==> src/rtl/bcd_display_scan_if.sv <==
// Signal bundle between the BCD counters and the MM:SS display scanner.
// master drives the counter values and masks; slave is the scanner.
interface bcd_display_scan_if;
    logic [7:0] MinCount;
    logic [7:0] SecCount;
    logic [3:0] BlinkMask;
    logic [3:0] DpMask;
    logic [3:0] Anode;
    logic [6:0] Seg;
    logic       Dp;
    logic       FrameStrobe;

    modport master (
        output MinCount, SecCount, BlinkMask, DpMask,
        input  Anode, Seg, Dp, FrameStrobe
    );

    modport slave (
        input  MinCount, SecCount, BlinkMask, DpMask,
        output Anode, Seg, Dp, FrameStrobe
    );
endinterface

==> src/rtl/bcd_display_scan.sv <==
// Four-digit multiplexed 7-segment scanner for MM:SS with frame snapshot,
// dead time, per-digit blink, leading-zero blanking and decimal points.
module bcd_display_scan #(
    parameter int CLK_FREQ_HZ  = 50_000_000,
    parameter int REFRESH_HZ   = 1_000,
    parameter int DEAD_CYCLES  = 2,
    parameter int BLINK_FRAMES = 125,
    parameter int LZ_BLANK     = 1,
    parameter int ACTIVE_LOW   = 1
) (
    input logic              Clk,
    input logic              Reset,
    bcd_display_scan_if.slave bus
);
    localparam int DIV = CLK_FREQ_HZ / REFRESH_HZ;
    localparam int PW  = $clog2(DIV);
    localparam int FW  = (BLINK_FRAMES > 1) ? $clog2(BLINK_FRAMES) : 1;

    localparam logic [PW-1:0] P_LAST = PW'(DIV - 1);
    localparam logic [PW-1:0] P_DEAD = PW'(DEAD_CYCLES);
    localparam logic [FW-1:0] F_LAST = FW'(BLINK_FRAMES - 1);

    localparam logic       POL   = (ACTIVE_LOW != 0);
    localparam logic [3:0] A_OFF = {4{POL}};
    localparam logic [6:0] S_OFF = {7{POL}};

    logic [PW-1:0] presc_q, presc_d;
    logic [1:0]    digit_q, digit_d;
    logic [FW-1:0] frame_q, frame_d;
    logic          blink_q, blink_d;
    logic [15:0]   snap_q, snap_d;
    logic [3:0]    anode_q, anode_d;
    logic [6:0]    seg_q, seg_d;
    logic          dp_q, dp_d;

    logic       slot_tick;
    logic       snap_tick;
    logic [3:0] nib;
    logic [6:0] glyph;
    logic       blank;

    assign slot_tick = (presc_q == P_LAST);
    assign snap_tick = slot_tick && (digit_q == 2'd3);

    always_comb begin
        presc_d = presc_q + 1'b1;
        digit_d = digit_q;
        frame_d = frame_q;
        blink_d = blink_q;
        snap_d  = snap_q;
        if (slot_tick) begin
            presc_d = '0;
            digit_d = digit_q + 1'b1;
        end
        // Frame counter and blink phase only move with a new snapshot
        if (snap_tick) begin
            snap_d  = {bus.MinCount, bus.SecCount};
            frame_d = frame_q + 1'b1;
            if (frame_q == F_LAST) begin
                frame_d = '0;
                blink_d = ~blink_q;
            end
        end
    end

    always_comb begin
        nib = 4'd0;
        unique case (digit_q)
            2'd0: nib = snap_q[3:0];
            2'd1: nib = snap_q[7:4];
            2'd2: nib = snap_q[11:8];
            2'd3: nib = snap_q[15:12];
        endcase
    end

    always_comb begin
        glyph = 7'h40;
        unique case (nib)
            4'd0: glyph = 7'h3F;
            4'd1: glyph = 7'h06;
            4'd2: glyph = 7'h5B;
            4'd3: glyph = 7'h4F;
            4'd4: glyph = 7'h66;
            4'd5: glyph = 7'h6D;
            4'd6: glyph = 7'h7D;
            4'd7: glyph = 7'h07;
            4'd8: glyph = 7'h7F;
            4'd9: glyph = 7'h6F;
            default: glyph = 7'h40;
        endcase
    end

    assign blank = (blink_q && bus.BlinkMask[digit_q])
                 || ((LZ_BLANK != 0) && (digit_q == 2'd3)
                     && (nib == 4'd0));

    // Anodes stay scanned while blanked so every digit keeps equal duty
    always_comb begin
        anode_d = A_OFF;
        if (presc_q >= P_DEAD) begin
            anode_d = (4'b0001 << digit_q) ^ A_OFF;
        end
        seg_d = (blank ? 7'h00 : glyph) ^ S_OFF;
        dp_d  = (!blank && bus.DpMask[digit_q]) ^ POL;
    end

    always_ff @(posedge Clk or negedge Reset) begin
        if (!Reset) begin
            presc_q <= '0;
            digit_q <= 2'd0;
            frame_q <= '0;
            blink_q <= 1'b0;
            snap_q  <= 16'h0000;
            anode_q <= A_OFF;
            seg_q   <= S_OFF;
            dp_q    <= POL;
        end else begin
            presc_q <= presc_d;
            digit_q <= digit_d;
            frame_q <= frame_d;
            blink_q <= blink_d;
            snap_q  <= snap_d;
            anode_q <= anode_d;
            seg_q   <= seg_d;
            dp_q    <= dp_d;
        end
    end

    assign bus.Anode       = anode_q;
    assign bus.Seg         = seg_q;
    assign bus.Dp          = dp_q;
    assign bus.FrameStrobe = snap_tick;

endmodule

==> src/flat_wrapper.sv <==
// flat-port wrapper written by rule: the top's interface ports become plain ports
module bcd_display_scan_flat 
#(
    parameter int CLK_FREQ_HZ  = 50_000_000,
    parameter int REFRESH_HZ   = 1_000,
    parameter int DEAD_CYCLES  = 2,
    parameter int BLINK_FRAMES = 125,
    parameter int LZ_BLANK     = 1,
    parameter int ACTIVE_LOW   = 1
)
  (Clk, Reset, bus_MinCount, bus_SecCount, bus_BlinkMask, bus_DpMask, bus_Anode, bus_Seg, bus_Dp, bus_FrameStrobe);
  bcd_display_scan_if bus_i ();
  input logic Clk;
  input logic Reset;
  input wire logic [$bits(bus_i.MinCount)-1:0] bus_MinCount;
  input wire logic [$bits(bus_i.SecCount)-1:0] bus_SecCount;
  input wire logic [$bits(bus_i.BlinkMask)-1:0] bus_BlinkMask;
  input wire logic [$bits(bus_i.DpMask)-1:0] bus_DpMask;
  output wire logic [$bits(bus_i.Anode)-1:0] bus_Anode;
  output wire logic [$bits(bus_i.Seg)-1:0] bus_Seg;
  output wire logic [$bits(bus_i.Dp)-1:0] bus_Dp;
  output wire logic [$bits(bus_i.FrameStrobe)-1:0] bus_FrameStrobe;
  assign bus_i.MinCount = bus_MinCount;
  assign bus_i.SecCount = bus_SecCount;
  assign bus_i.BlinkMask = bus_BlinkMask;
  assign bus_i.DpMask = bus_DpMask;
  assign bus_Anode = bus_i.Anode;
  assign bus_Seg = bus_i.Seg;
  assign bus_Dp = bus_i.Dp;
  assign bus_FrameStrobe = bus_i.FrameStrobe;
  bcd_display_scan #(.CLK_FREQ_HZ(CLK_FREQ_HZ), .REFRESH_HZ(REFRESH_HZ), .DEAD_CYCLES(DEAD_CYCLES), .BLINK_FRAMES(BLINK_FRAMES), .LZ_BLANK(LZ_BLANK), .ACTIVE_LOW(ACTIVE_LOW)) u_core (.Clk(Clk), .Reset(Reset), .bus(bus_i));
endmodule
==> config.mk <==
export PLATFORM = sky130hd
export DESIGN_NAME = bcd_display_scan_flat
export DESIGN_NICKNAME = d
export VERILOG_FILES = /design/src/rtl/bcd_display_scan_if.sv /design/src/rtl/bcd_display_scan.sv /design/src/flat_wrapper.sv
export SDC_FILE = /design/constraint.sdc
export NUM_CORES = 1
export LEC_CHECK = 0
export CAP_MARGIN = 20
export CORE_ASPECT_RATIO = 0.5
export CORE_MARGIN = 8
export CORE_UTILIZATION = 45
export DETAILED_ROUTE_END_ITERATION = 10
export HOLD_SLACK_MARGIN = 0.1
export PLACE_DENSITY = 0.68
export SYNTH_ARGS = -nofsm -noshare
export SYNTH_HDL_FRONTEND = slang
export SYNTH_SLANG_ARGS = --single-unit
==> constraint.sdc <==
create_clock -name Clk -period 3 [get_ports Clk]
set_input_delay 0.3 -clock Clk [delete_from_list [all_inputs] [get_ports Clk]]
set_output_delay 0.3 -clock Clk [all_outputs]
set_load 0.1 [all_outputs]
==> results of run 1 <==
[flip-flops by register name (all words and copies together), names as in the netlist]
signal	count
u_core.blink_q	1
u_core.presc_q	16
u_core.digit_q	2
u_core.frame_q	7
u_core.bus.Dp	1
u_core.snap_q	16
u_core.bus.Anode	4
u_core.bus.Seg	7
[worst paths after layout]
check                                                     to  cells after the start                          start  slack (ps)
worst max-delay path             u_core.bus.Seg[0]$_DFF_PN1_                     10  u_core.digit_q[0]$_DFFE_PN0N_         290
worst min-delay path            u_core.presc_q[11]$_DFF_PN0_                      2                          Reset         500
worst max register to register   u_core.bus.Seg[0]$_DFF_PN1_                     10  u_core.digit_q[0]$_DFFE_PN0N_         290
max in group asynchronous        u_core.bus.Seg[1]$_DFF_PN1_                      3                          Reset        1790
worst min register to register  u_core.snap_q[3]$_DFFE_PN0P_                      1   u_core.snap_q[3]$_DFFE_PN0P_         510
min in group Clk                u_core.snap_q[3]$_DFFE_PN0P_                      1   u_core.snap_q[3]$_DFFE_PN0P_         510
[stage by stage]
step	worst slack, ps	hold slack [ps]	cells	instance area, um^2	power, mW
detailed placement	277	306	368	3270	0.801
finish	293	497	378	3450	1.40
global placement	476	303	368	3270	0.800
floorplan	481	4.41	244	2830	0.751
CTS	247	509	377	3440	1.42
global route	35.7	529	378	3450	1.45
[kinds of logic (layout without fill, tap and decap cells)]
group	count (synthesis)	after routing
AND/OR/NAND/NOR	79	79
flip-flops	54	54
AO/OA/AOI/OAI	44	44
multiplexers	23	23
buffers and inverters	17	63
XOR/XNOR	14	14
adder cells (fa/ha/maj)	13	13
[synthesized netlist by cell type (4+ instances only)]
| library cell | number |
|---|---|
| nor2_1 | 15 |
| mux2_1 | 11 |
| xnor2_1 | 8 |
| nand4_1 | 5 |
| dfrtp_1 | 42 |
| nand3_1 | 6 |
| nor3_1 | 6 |
| xor2_1 | 6 |
| dfstp_2 | 12 |
| inv_1 | 12 |
| and4_1 | 5 |
| nor2b_1 | 4 |
| mux2_2 | 8 |
| nand2_1 | 15 |
| ha_1 | 13 |
| a21oi_1 | 8 |
| a31oi_1 | 5 |
[cells in the final DEF, fill, tap and decap left out, types with 4 or more instances in the layout]
master	n
a21oi_1	7
a31oi_1	5
and4_1	5
buf_4	17
clkbuf_16	5
clkdlybuf4s50_1	24
dfrtp_1	42
dfstp_2	12
ha_1	13
inv_1	12
mux2_1	11
mux2_2	8
nand2_1	15
nand3_1	6
nand4_1	5
nor2_1	15
nor2b_1	4
nor3_1	6
xnor2_1	8
xor2_1	6
[power groups by stage]
stage               logic, mW  clock network (mW)  registers [mW]
floorplan             0.00265                   0           0.749
global placement       0.0571                   0           0.743
detailed placement     0.0579                   0           0.743
CTS                    0.0591               0.627           0.730
global route           0.0627               0.660           0.729
finish                 0.0574               0.611           0.730
[what timing repair did]
item / in CTS / in global routing
hold endpoints to repair: 21 / 0
gates resized for setup: 0 / 1
hold buffers: 1 / 0
endpoints found under the setup margin: 0 / 3
buffers inserted: 0 / 1
[routing by layer]
layer	track usage	part of all wire	vias to the layer above
li1	-	-	989
met1	0.160	0.45	996
met2	0.224	0.48	30
met3	0.0417	0.050	9
met4	0.0666	0.018	0
met5	0	0	-
[worst register-to-register path: cells and delay by family, from the launching register on]
| family | cells | cell delay, ps |
|---|---|---|
| AOI/OAI and AO/OA | 5 | 1150 |
| adders and majority gates | 2 | 510 |
| DFF | 1 | 460 |
| buffers and inverters | 2 | 290 |
| and+or+nand+nor | 1 | 220 |
[cell type report]
cell class / instances / area (um^2) / share of cell area
clock buffer: 6 / 139 / 0.0403
clock inverter: 2 / 17.5 / 0.00508
inverter: 12 / 45.0 / 0.0131
multi-input combinational: 173 / 1390 / 0.402
sequential: 54 / 1370 / 0.396
tap: 88 / 110 / 0.0319
timing repair buffer: 43 / 383 / 0.111
==> metrics.txt, run 1 <==
max-cap violation count 0; post-synthesis xor/xnor area fraction 0.0433; num ports 39; Synth cell types 56; antenna violations before repair 0; Setup TNS 0 ps; critical path startpoint category flip-flop; period utilization 0.902; die area 9240 um^2; CTS H-Tree Depth 2; post-synthesis mux area share 0.0985; crit path max fanout 6; Final nets 328; Achievable Freq 369 MHz; switching share of power 0.215; Cell Pwr Density 405 nW/um^2; crit-path max cell delay 470 ps; vias in the first global route 2094; Final Max Tran Viols 0; Die Width 128 um; cell internal pwr 1.10 mW; CP max stage cell a222oi_1; CTS Buf Count 5; Clock Tree Root clkbuf_16; wire per inst 15.6 um; CP cell instances inv_1 -> ha_1 -> a222oi_1 -> a21oi_1 -> inv_1 -> ha_1 -> and2_1 -> a211o_1 -> o211ai_1 -> a31oi_1; Congestion Overflow GR 0; adder-cell share of the synthesized area 0.0574; Crit path max-delay family compound AO/OA/AOI/OAI gates; Critical Path RT 3220 ps; Rows 20; TritonCTS clock tree done; CTS clk-pin slew, worst paths 70 ps; vias per cell 5.35; clk sinks 54; P&R area growth vs syn 21.8%; P_leak 1.49 nW; top cells by area, synth dfrtp_1, dfstp_2, ha_1; Critical path buffers and inverters 2; Logic pwr share 0.041; Ant. Diodes 0; fraction of layout cells with a size suffix above 1 0.214; largest family of logic cells by synthesized area simple AND/OR/NAND/NOR gates; Core ar. 6080 um^2; Fin. Hold Viols 0; pin count of the biggest net entering global routing 24; DRT antenna net count 0; Compound-Gate Fraction of Synth Area 0.117; Clock Power Share 0.437; Synth Instances 244; yosys warns 0; flops & latches, synth 54; Initial DRT Pass Iterations 4; CTS max path bufs 2; Filler Cells Inserted 530; total global-route track usage 0.136; Synth Net Count 283; Tightest Hold Check Type in2async; post-DP HPWL 4470 um; Yosys top cell by area dfrtp_1; Avg Cell Area, Syn 11.6 um^2; final core occ 0.567; top_reg_cell synth dfrtp_1; EDFF count, synth 0; port bufs 38; routability-driven placement congestion ratio 0.813; post-synthesis sequential area ratio 0.483; worst-margin pin slew 610 ps; Die Y 72.1 um; maximum VDD drop 231 uV; Setup violations, final 0; CP endpoint kind flip-flop; clock skew 8.39 ps; final wirelength 5910 um; status finished, final reports clean; initial core utilization 0.466; drt drc 0; Sequential Power Share 0.522; DRT iter0 DRCs 176; Clock Latency Late Sink 300 ps; vias 2024; Slew HR 0.593; RSZ-0062 raised after global routing no; Post-Syn Area 2830 um^2; post-synth top area share 0.371; post-synthesis simple-gate area fraction 0.173; asr flop ratio synth 1.00; WP data arrival 2930 ps; sw power 300 uW; crit path time final 2710 ps; Setup CP Type reg2reg; first-pass GRT wire length 10000 um
(Power assumes the default switching activity.)
==> run 2, diff against run 1 <==
Settings changed: SKIP_CTS_REPAIR_TIMING set to 1, SLEW_MARGIN set to 5.
==> metrics.txt, run 2 (same netlist as run 1, synthesis figures left out) <==
RSZ-0062 raised after global routing no; period utilization 0.901; design area 3450 um^2; crit path time final 2700 ps; worst-margin pin slew 610 ps; R2R Setup Slk 300 ps; pin count of the biggest net entering global routing 24; P_leak 1.49 nW; TritonCTS clock tree done; Clock Tree Root clkbuf_16; Setup TNS 0 ps; final wirelength 5920 um; hold slack 498 ps; vias 2027; Seq. cell area 1370 um^2; fraction of layout cells with a size suffix above 1 0.214; Ant. Diodes 0; status finished, final reports clean; Final nets 328; Die Width 128 um; first-pass GRT wire length 9980 um; final core occ 0.567; clk sinks 54; post-DP HPWL 4470 um; Setup CP Type reg2reg; reg2reg end u_core.bus.Seg[0]$_DFF_PN1_; Initial DRT Pass Iterations 4; Multi-input gate area 1390 um^2; Final Max Tran Viols 0; Die Y 72.1 um; CTS Buf Count 5; CP endpoint kind flip-flop; Setup violations, final 0; Critical Path RT 3220 ps; Congestion Overflow GR 0; Slew HR 0.593; Clock Latency Late Sink 300 ps; initial core utilization 0.466; WP data arrival 2930 ps; Crit path max-delay family compound AO/OA/AOI/OAI gates; max-cap violation count 0; crit-path max cell delay 470 ps; most frequent cells in the layout dfrtp_1, clkdlybuf4s50_1, buf_4, nand2_1, nor2_1; crit path max fanout 6; drt drc 0; clock skew 8.39 ps; CP max stage cell a222oi_1; Rows 20; routability-driven placement congestion ratio 0.813; Achievable Freq 370 MHz; Critical path buffers and inverters 2; port bufs 38; Filler Cells Inserted 528; antenna violations before repair 0; FF-to-FF path depth 10; total global-route track usage 0.136; DRT iter0 DRCs 174; Regs by FF count u_core.presc_q x16, u_core.snap_q x16; die area 9240 um^2; Cell Pwr Density 405 nW/um^2; vias per cell 5.36; Core ar. 6080 um^2; CTS clk-pin slew, worst paths 70 ps; Fin. Hold Viols 0; num ports 39; P&R area growth vs syn 21.8%; Tightest Hold Check Type in2async; CP cell instances inv_1 -> ha_1 -> a222oi_1 -> a21oi_1 -> inv_1 -> ha_1 -> and2_1 -> a211o_1 -> o211ai_1 -> a31oi_1; CTS max path bufs 2; most common cell after layout, fill and taps aside dfrtp_1; CTS H-Tree Depth 2; cell count along the critical path 10; wire per inst 15.7 um; instance area at placement 3270 um^2; maximum VDD drop 236 uV; critical path startpoint category flip-flop; DRT antenna net count 0; reg-to-reg startpoint u_core.digit_q[0]$_DFFE_PN0N_; vias in the first global route 2091; Power, Total 1.40 mW
run 2: cell counts in the layout (fill, tap and decap cells not counted):
No cell type changed its count.
run 2: through the flow:
stage          worst slack (ps)  std cells
6_report                    296        378
5_1_grt                    35.7        378
4_1_cts                     247        376
3_5_place_dp                277        368
3_3_place_gp                476        368
2_1_floorplan               481        244
run 2: cell type report:
cell class              instances  area share
flip-flops and latches         54       0.396
clock inverters                 2     0.00508
well taps                      88      0.0319
multi-input cells             173       0.402
clock buffers                   6      0.0403
inverters                      12      0.0131
repair buffers                 43       0.111
run 2: metal layers:
layer | vias up | routed length [um] | global-route usage
met1 | 999 | 2660 | 0.160
li1 | 989 | - | -
met2 | 30 | 2860 | 0.224
met5 | - | 0 | 0
met4 | 0 | 109 | 0.0666
met3 | 9 | 297 | 0.0417
run 2: power by group:
part | internal (mW) | leakage [nW] | switching [mW] | total, mW
Clock | 0.336 | 0.0770 | 0.276 | 0.611
Sequential | 0.729 | 0.697 | 0.000165 | 0.730
Combinational | 0.0329 | 0.713 | 0.0244 | 0.0574
run 2: worst max path at each step:
stage / to / startpoint / slack [ps]
global route: u_core.bus.Seg[0]$_DFF_PN1_ / u_core.digit_q[0]$_DFFE_PN0N_ / 40
detailed placement: u_core.bus.Seg[0]$_DFF_PN1_ / u_core.digit_q[0]$_DFFE_PN0N_ / 280
finish: u_core.bus.Seg[0]$_DFF_PN1_ / u_core.digit_q[0]$_DFFE_PN0N_ / 300
floorplan: bus_FrameStrobe / u_core.presc_q[4]$_DFF_PN0_ / 480
CTS: u_core.bus.Seg[0]$_DFF_PN1_ / u_core.digit_q[0]$_DFFE_PN0N_ / 250
global placement: u_core.bus.Seg[3]$_DFF_PN1_ / u_core.digit_q[0]$_DFFE_PN0N_ / 480
==> run 3, diff against run 2 <==
Settings changed: PLACE_DENSITY 0.68 to 0.73.
==> metrics.txt, run 3 (same netlist as run 1, synthesis figures left out) <==
wire per inst 15.6 um; Slew HR 0.584; routability-driven placement congestion ratio 0.794; vias in the first global route 2132; TritonCTS clock tree done; Power, Total 1.37 mW; CP endpoint kind flip-flop; vias per cell 5.49; Filler Cells Inserted 501; worst-margin pin slew 624 ps; P&R area growth vs syn 21.7%; crit path max fanout 7; status finished, final reports clean; max-cap violation count 0; Initial DRT Pass Iterations 5; drt drc 0; clock skew 7.19 ps; Die Width 128 um; CTS Buf Count 5; hold slack 449 ps; DRT antenna net count 0; die area 9240 um^2; RSZ-0062 raised after global routing no; final wirelength 5890 um; Final nets 327; Rows 20; met1 usage 0.153; fraction of layout cells with a size suffix above 1 0.208; Die Y 72.1 um; Fin. Hold Viols 0; dpl cells 367; total global-route track usage 0.132; Critical Path RT 3200 ps; num ports 39; Congestion Overflow GR 0; antenna violations before repair 0; pin count of the biggest net entering global routing 50; CTS clk-pin slew, worst paths 70 ps; CTS H-Tree Depth 2; Achievable Freq 360 MHz; critical path startpoint category flip-flop; P_leak 1.48 nW; vias 2071; Setup CP Type reg2reg; Seq. cell area 1370 um^2; Clock Tree Root clkbuf_16; crit path time final 2780 ps; port bufs 38; met2 Use GR 0.232; Multi-input gate area 1380 um^2; clk sinks 54; most frequent cells in the layout dfrtp_1, clkdlybuf4s50_1, nand2_1, nor2_1, buf_4; Final Max Tran Viols 0; most common cell after layout, fill and taps aside dfrtp_1; WP data arrival 2970 ps; Top Usage Layer GRT met2; Setup violations, final 0; Core ar. 6080 um^2; DRT iter0 DRCs 137; Final Non-Filler Cells 377; Clock Latency Late Sink 290 ps; first-pass GRT wire length 9870 um; met3 Use GR 0.0358; post-DP HPWL 4370 um; Cell Pwr Density 397 nW/um^2; Regs by FF count u_core.presc_q x16, u_core.snap_q x16; Setup TNS 0 ps; Ant. Diodes 0; CTS max path bufs 2; period utilization 0.925; initial core utilization 0.466; maximum VDD drop 263 uV; Tightest Hold Check Type in2async
[run 3: worst paths after layout]
kind | slack, ps | cells after the start | start | endpoint
min | 450 | 2 | Reset | u_core.presc_q[12]$_DFF_PN0_
max reg2reg | 220 | 10 | u_core.digit_q[0]$_DFFE_PN0N_ | u_core.bus.Seg[3]$_DFF_PN1_
max in group asynchronous | 1800 | 4 | Reset | u_core.bus.Anode[3]$_DFF_PN1_
min reg2reg | 500 | 1 | u_core.snap_q[12]$_DFFE_PN0P_ | u_core.snap_q[12]$_DFFE_PN0P_
min in group Clk | 500 | 1 | u_core.snap_q[12]$_DFFE_PN0P_ | u_core.snap_q[12]$_DFFE_PN0P_
max | 220 | 10 | u_core.digit_q[0]$_DFFE_PN0N_ | u_core.bus.Seg[3]$_DFF_PN1_
[run 3: power breakdown]
part,switching [mW],internal [mW],leakage [nW]
combinational,0.0248,0.0348,0.714
clock,0.249,0.331,0.0729
sequential,0.000192,0.730,0.697
total,0.274,1.10,1.48
[run 3: layout make-up]
type,count,share of cell area
Multi-Input combinational cell,173,0.402
Sequential cell,54,0.397
Timing Repair Buffer,42,0.113
Clock buffer,6,0.0403
Tap cell,88,0.0320
Inverter,12,0.0131
Clock inverter,2,0.00363
[run 3: per-layer routing]
| metal | wire length (um) | part of all wire |
|---|---|---|
| met1 | 2570 | 0.44 |
| met2 | 2950 | 0.50 |
| met3 | 305 | 0.052 |
| met4 | 67 | 0.011 |
| met5 | 0 | 0 |
[run 3: stage by stage]
| step | area (um^2) | setup slack (ps) | util |
|---|---|---|---|
| global route | 3440 | 21.8 | 0.566 |
| floorplan | 2830 | 481 | - |
| detailed placement | 3260 | 269 | 0.537 |
| CTS | 3410 | 253 | 0.562 |
| global placement | 3260 | 491 | 0.537 |
| finish | 3440 | 224 | 0.566 |
[run 3: critical path: stages, from the launching register on]
cell,delay (ps)
dfrtp_1,450
inv_1,190
ha_1,310
a222oi_1,170
a21oi_1,470
inv_1,150
ha_1,250
and2_1,190
a211o_1,250
o211ai_1,130
a31oi_1,130
==> RTL edit 1, RTL diff (settings of run 2) <==
Reset style: synchronous (`Reset`), changed in one clocked block.
--- a/src/rtl/bcd_display_scan.sv
+++ b/src/rtl/bcd_display_scan.sv
@@ -105,5 +105,5 @@
     end
 
-    always_ff @(posedge Clk or negedge Reset) begin
+    always_ff @(posedge Clk) begin
         if (!Reset) begin
             presc_q <= '0;
Function: differs if Reset is asserted again (counterexample within 4 cycles, from zero or initial values and one cycle with Reset low); with Reset held inactive, the same outputs for 10 cycles.
==> RTL edit 1 against run 2 <==
Maximum frequency is 0.53% higher. Area after synthesis fell by 8.4%. Global-route usage rose by 0.64 points. Sequential cell count stayed put. Design area is 6.7% lower. Setup slack better by 0.014 ns. Routed wire length rose by 0.52%. Largest cell class unchanged.
Power is not compared: it rests on default switching activity, and its combinational part moved more than twofold at a synthesized area within 25%.
==> RTL edit 1: results (changes against run 2) <==
- DR WL met2: 2910 microns (+1.6%)
- Num sequential: 54 (unchanged)
- Starting DRT DRC Count: 170 (-2.3%)
- Grt met3 use: 4.06% (-0.10 points)
- Relative slew slack: 33.9% (-25 points)
- Clock buffer cells: 8 (+2)
- Largest net degree at the start of global routing: 27 (+13%)
- Synth cell types: 48 (-14%)
- Highest cell delay on the worst timing path: 0.49 ns (+0.02 ns)
- Gp weighted congestion: 0.908 (+12%)
- Global-route wire length before repair: 10,200 microns (+1.7%)
- Worst setup path start: u_core.digit_q[0]$_SDFFE_PN0P_
- FILL cells: 485 (-8.1%)
- CP arrival: 2.89 ns (-0.04 ns)
- Syn_nets: 333 (+18%)
- Non-CTS inverters: 15 (+3)
- Met1 Wirelength: 2660 microns (about the same)
- Final HPWL DP: 4340 microns (-2.8%)
- Seq area share: 33.6% (-6.0 points)
- Worst slack at placement: 0.250 ns (-0.0266 ns)
- Area of the multi-input gates: 0.00140 sq mm (+0.63%)
- Share of post-route cells with drive strength above 1: 7.29% (-14 points)
- Worst Skew: 0.00799 ns (-0.000402 ns)
- Initial antenna violation count: 0 (unchanged)
- Placed inst area: 0.00304 sq mm (-7.0%)
- Total Routed Length: 5950 microns (+0.52%)
- Layout clock area frac: 5.17% (+0.64 points)
- Outcome: complete, no violations
- Min Tclk post-route: 2.69 ns (-0.0142 ns)
- Register area share after synthesis: 41.7% (-6.6 points)
- Reg2reg end: u_core.bus.Seg[5]$_SDFF_PN1_
- Worst setup path endpoint: u_core.bus.Seg[5]$_SDFF_PN1_
- Met2 Use GR: 23.5% (+1.1 points)
- M1 GR Usage: 17.6% (+1.6 points)
- #MultiIn Comb: 209 (+21%)
- Fraction of cell area in non-clock buffers: 13.2% (+2.1 points)
- Worst Hold Class: flip-flop to flip-flop
- Vias in the first global route: 2,209 (+5.6%)
- Post-synth top cells: dfxtp_1, nand3_1, o21ai_0
- Nets: 367 (+12%)
- Routed vias/inst: 5.56 (+3.8%)
- Slowest cell on the critical path: dfxtp_1
- Tapcells: 73 (-17%)
- GR Util All Layers: 14.3% (+0.64 points)
RTL edit 1: through the flow:
step / power (W) / cells / utilization (%) / hold WS (ns)
final: 0.00148 / 402 / 58.3 / 0.481
after global routing: 0.00154 / 402 / 58.3 / 0.519
after detailed placement: 0.000880 / 394 / 55.2 / 0.472
after global placement: 0.000879 / 394 / 55.2 / 0.471
after floorplan: 0.000825 / 294 / - / 0.448
after CTS: 0.00150 / 402 / 58.2 / 0.482
RTL edit 1: cells by family after synthesis:
kind of cell / count (synthesis) / synth area share, %
AOI/OAI and AO/OA: 75 / 18.0
xor gates and xnor gates: 15 / 5.06
adders and majority gates: 13 / 6.27
buffers and inverters: 31 / 4.82
DFF: 54 / 41.7
muxes: 6 / 3.33
and+or+nand+nor: 100 / 20.9
RTL edit 1: where the power goes:
| part | internal [W] | switching, W |
|---|---|---|
| registers | 0.000727 | 0.00000711 |
| logic | 0.0000507 | 0.0000772 |
| clock network | 0.000378 | 0.000243 |
==> RTL edit 2, RTL diff (config.mk and constraints of run 2) <==
Without the edit above. `REFRESH_HZ` is set to 1_000 in 2 places; all go to 500.
--- a/src/rtl/bcd_display_scan.sv
+++ b/src/rtl/bcd_display_scan.sv
@@ -3,5 +3,5 @@
 module bcd_display_scan #(
     parameter int CLK_FREQ_HZ  = 50_000_000,
-    parameter int REFRESH_HZ   = 1_000,
+    parameter int REFRESH_HZ   = 500,
     parameter int DEAD_CYCLES  = 2,
     parameter int BLINK_FRAMES = 125,
--- a/src/flat_wrapper.sv
+++ b/src/flat_wrapper.sv
@@ -3,5 +3,5 @@
 #(
     parameter int CLK_FREQ_HZ  = 50_000_000,
-    parameter int REFRESH_HZ   = 1_000,
+    parameter int REFRESH_HZ   = 500,
     parameter int DEAD_CYCLES  = 2,
     parameter int BLINK_FRAMES = 125,
Function: same outputs for any inputs over 10 cycles, from zero or initial values and one cycle with Reset low; that may be too few to reach the edited logic, so the function may still have changed.
==> RTL edit 2 against run 2 <==
Setup slack improved by 0.12 ns. Design area rose by 0.54%. Sequential cell count rose by 1. Total power rose by 3.7%. Routed wire length rose by 3.9%. Area after synthesis rose by 0.27%. Critical endpoint is now u_core.bus.Seg[4]$_DFF_PN1_. First-iteration DRC count fell by 16%.
==> RTL edit 2: results (changes against run 2) <==
- Syn_nets: 287 (+1.4%)
- Met3 WL: 237 microns (-20%)
- Compound-cell area share of the yosys netlist: 9.21% (-2.5 points)
- Final HPWL DP: 4660 microns (+4.2%)
- Placed inst area: 0.00327 sq mm (+0.11%)
- # placed instances: 369 (+0.27%)
- FILL cells: 536 (+1.5%)
- GR Util All Layers: 14.3% (+0.65 points)
- Seq area share: 40.1% (+0.51 points)
- Outcome: complete, no violations
- Nets: 329 (+0.30%)
- Post-synth top cells: dfrtp_1, mux2_2, nand2_1, nor2_1
- Grt met3 use: 3.36% (-0.80 points)
- Mapped Cells: 248 (+1.6%)
- Fin area: 0.00347 sq mm (+0.54%)
- Share of post-route cells with drive strength above 1: 22.7% (+1.3 points)
- Global-route wire length before repair: 10,600 microns (+6.1%)
- Die W: 128 microns (+0.12%)
- Mux contribution to synthesized area: 11.6% (+1.8 points)
- Leak Pwr: 1.57 nW (+5.6%)
- Register area share after synthesis: 49.0% (+0.75 points)
- Total Routed Length: 6150 microns (+3.9%)
- Gp weighted congestion: 0.886 (+9.0%)
- Num sequential: 55 (+1.9%)
- DR WL/cell: 16.2 microns (+3.6%)
- Adder-cell share of the synthesized area: 5.73% (-0.015 points)
- #MultiIn Comb: 171 (-1.2%)
- Crit path max-delay family: adder cells
- Routed vias/inst: 5.47 (+2.1%)
- Worst slack at placement: 0.400 ns (+0.123 ns)
- Xor-xnor portion of the synthesized cell area: 4.63% (+0.30 points)
- Relative slew slack: 48.9% (-10 points)
- Starting DRT DRC Count: 146 (-16%)
- Non-CTS buffers: 44 (+2.3%)
- Highest cell delay on the worst timing path: 0.45 ns (-0.02 ns)
==> RTL edit 2: worst paths after layout <==
path	start	to	slack, ns	cells past startpoint
max in group asynchronous	Reset	u_core.bus.Seg[2]$_DFF_PN1_	1.79	4
worst min register to register	u_core.blink_q$_DFFE_PN0P_	u_core.blink_q$_DFFE_PN0P_	0.49	1
worst max-delay path	u_core.digit_q[0]$_DFFE_PN0N_	u_core.bus.Seg[4]$_DFF_PN1_	0.42	9
worst max register to register	u_core.digit_q[0]$_DFFE_PN0N_	u_core.bus.Seg[4]$_DFF_PN1_	0.42	9
worst min-delay path	Reset	u_core.presc_q[10]$_DFF_PN0_	0.46	2
min in group Clk	u_core.blink_q$_DFFE_PN0P_	u_core.blink_q$_DFFE_PN0P_	0.49	1
==> RTL edit 2: power breakdown <==
part / internal (W) / leakage, nW / switching, W
Clock: 0.000395 / 0.0781 / 0.000250
Combinational: 0.0000349 / 0.781 / 0.0000257
Sequential: 0.000743 / 0.711 / 0.000000206
Total: 0.00117 / 1.57 / 0.000276
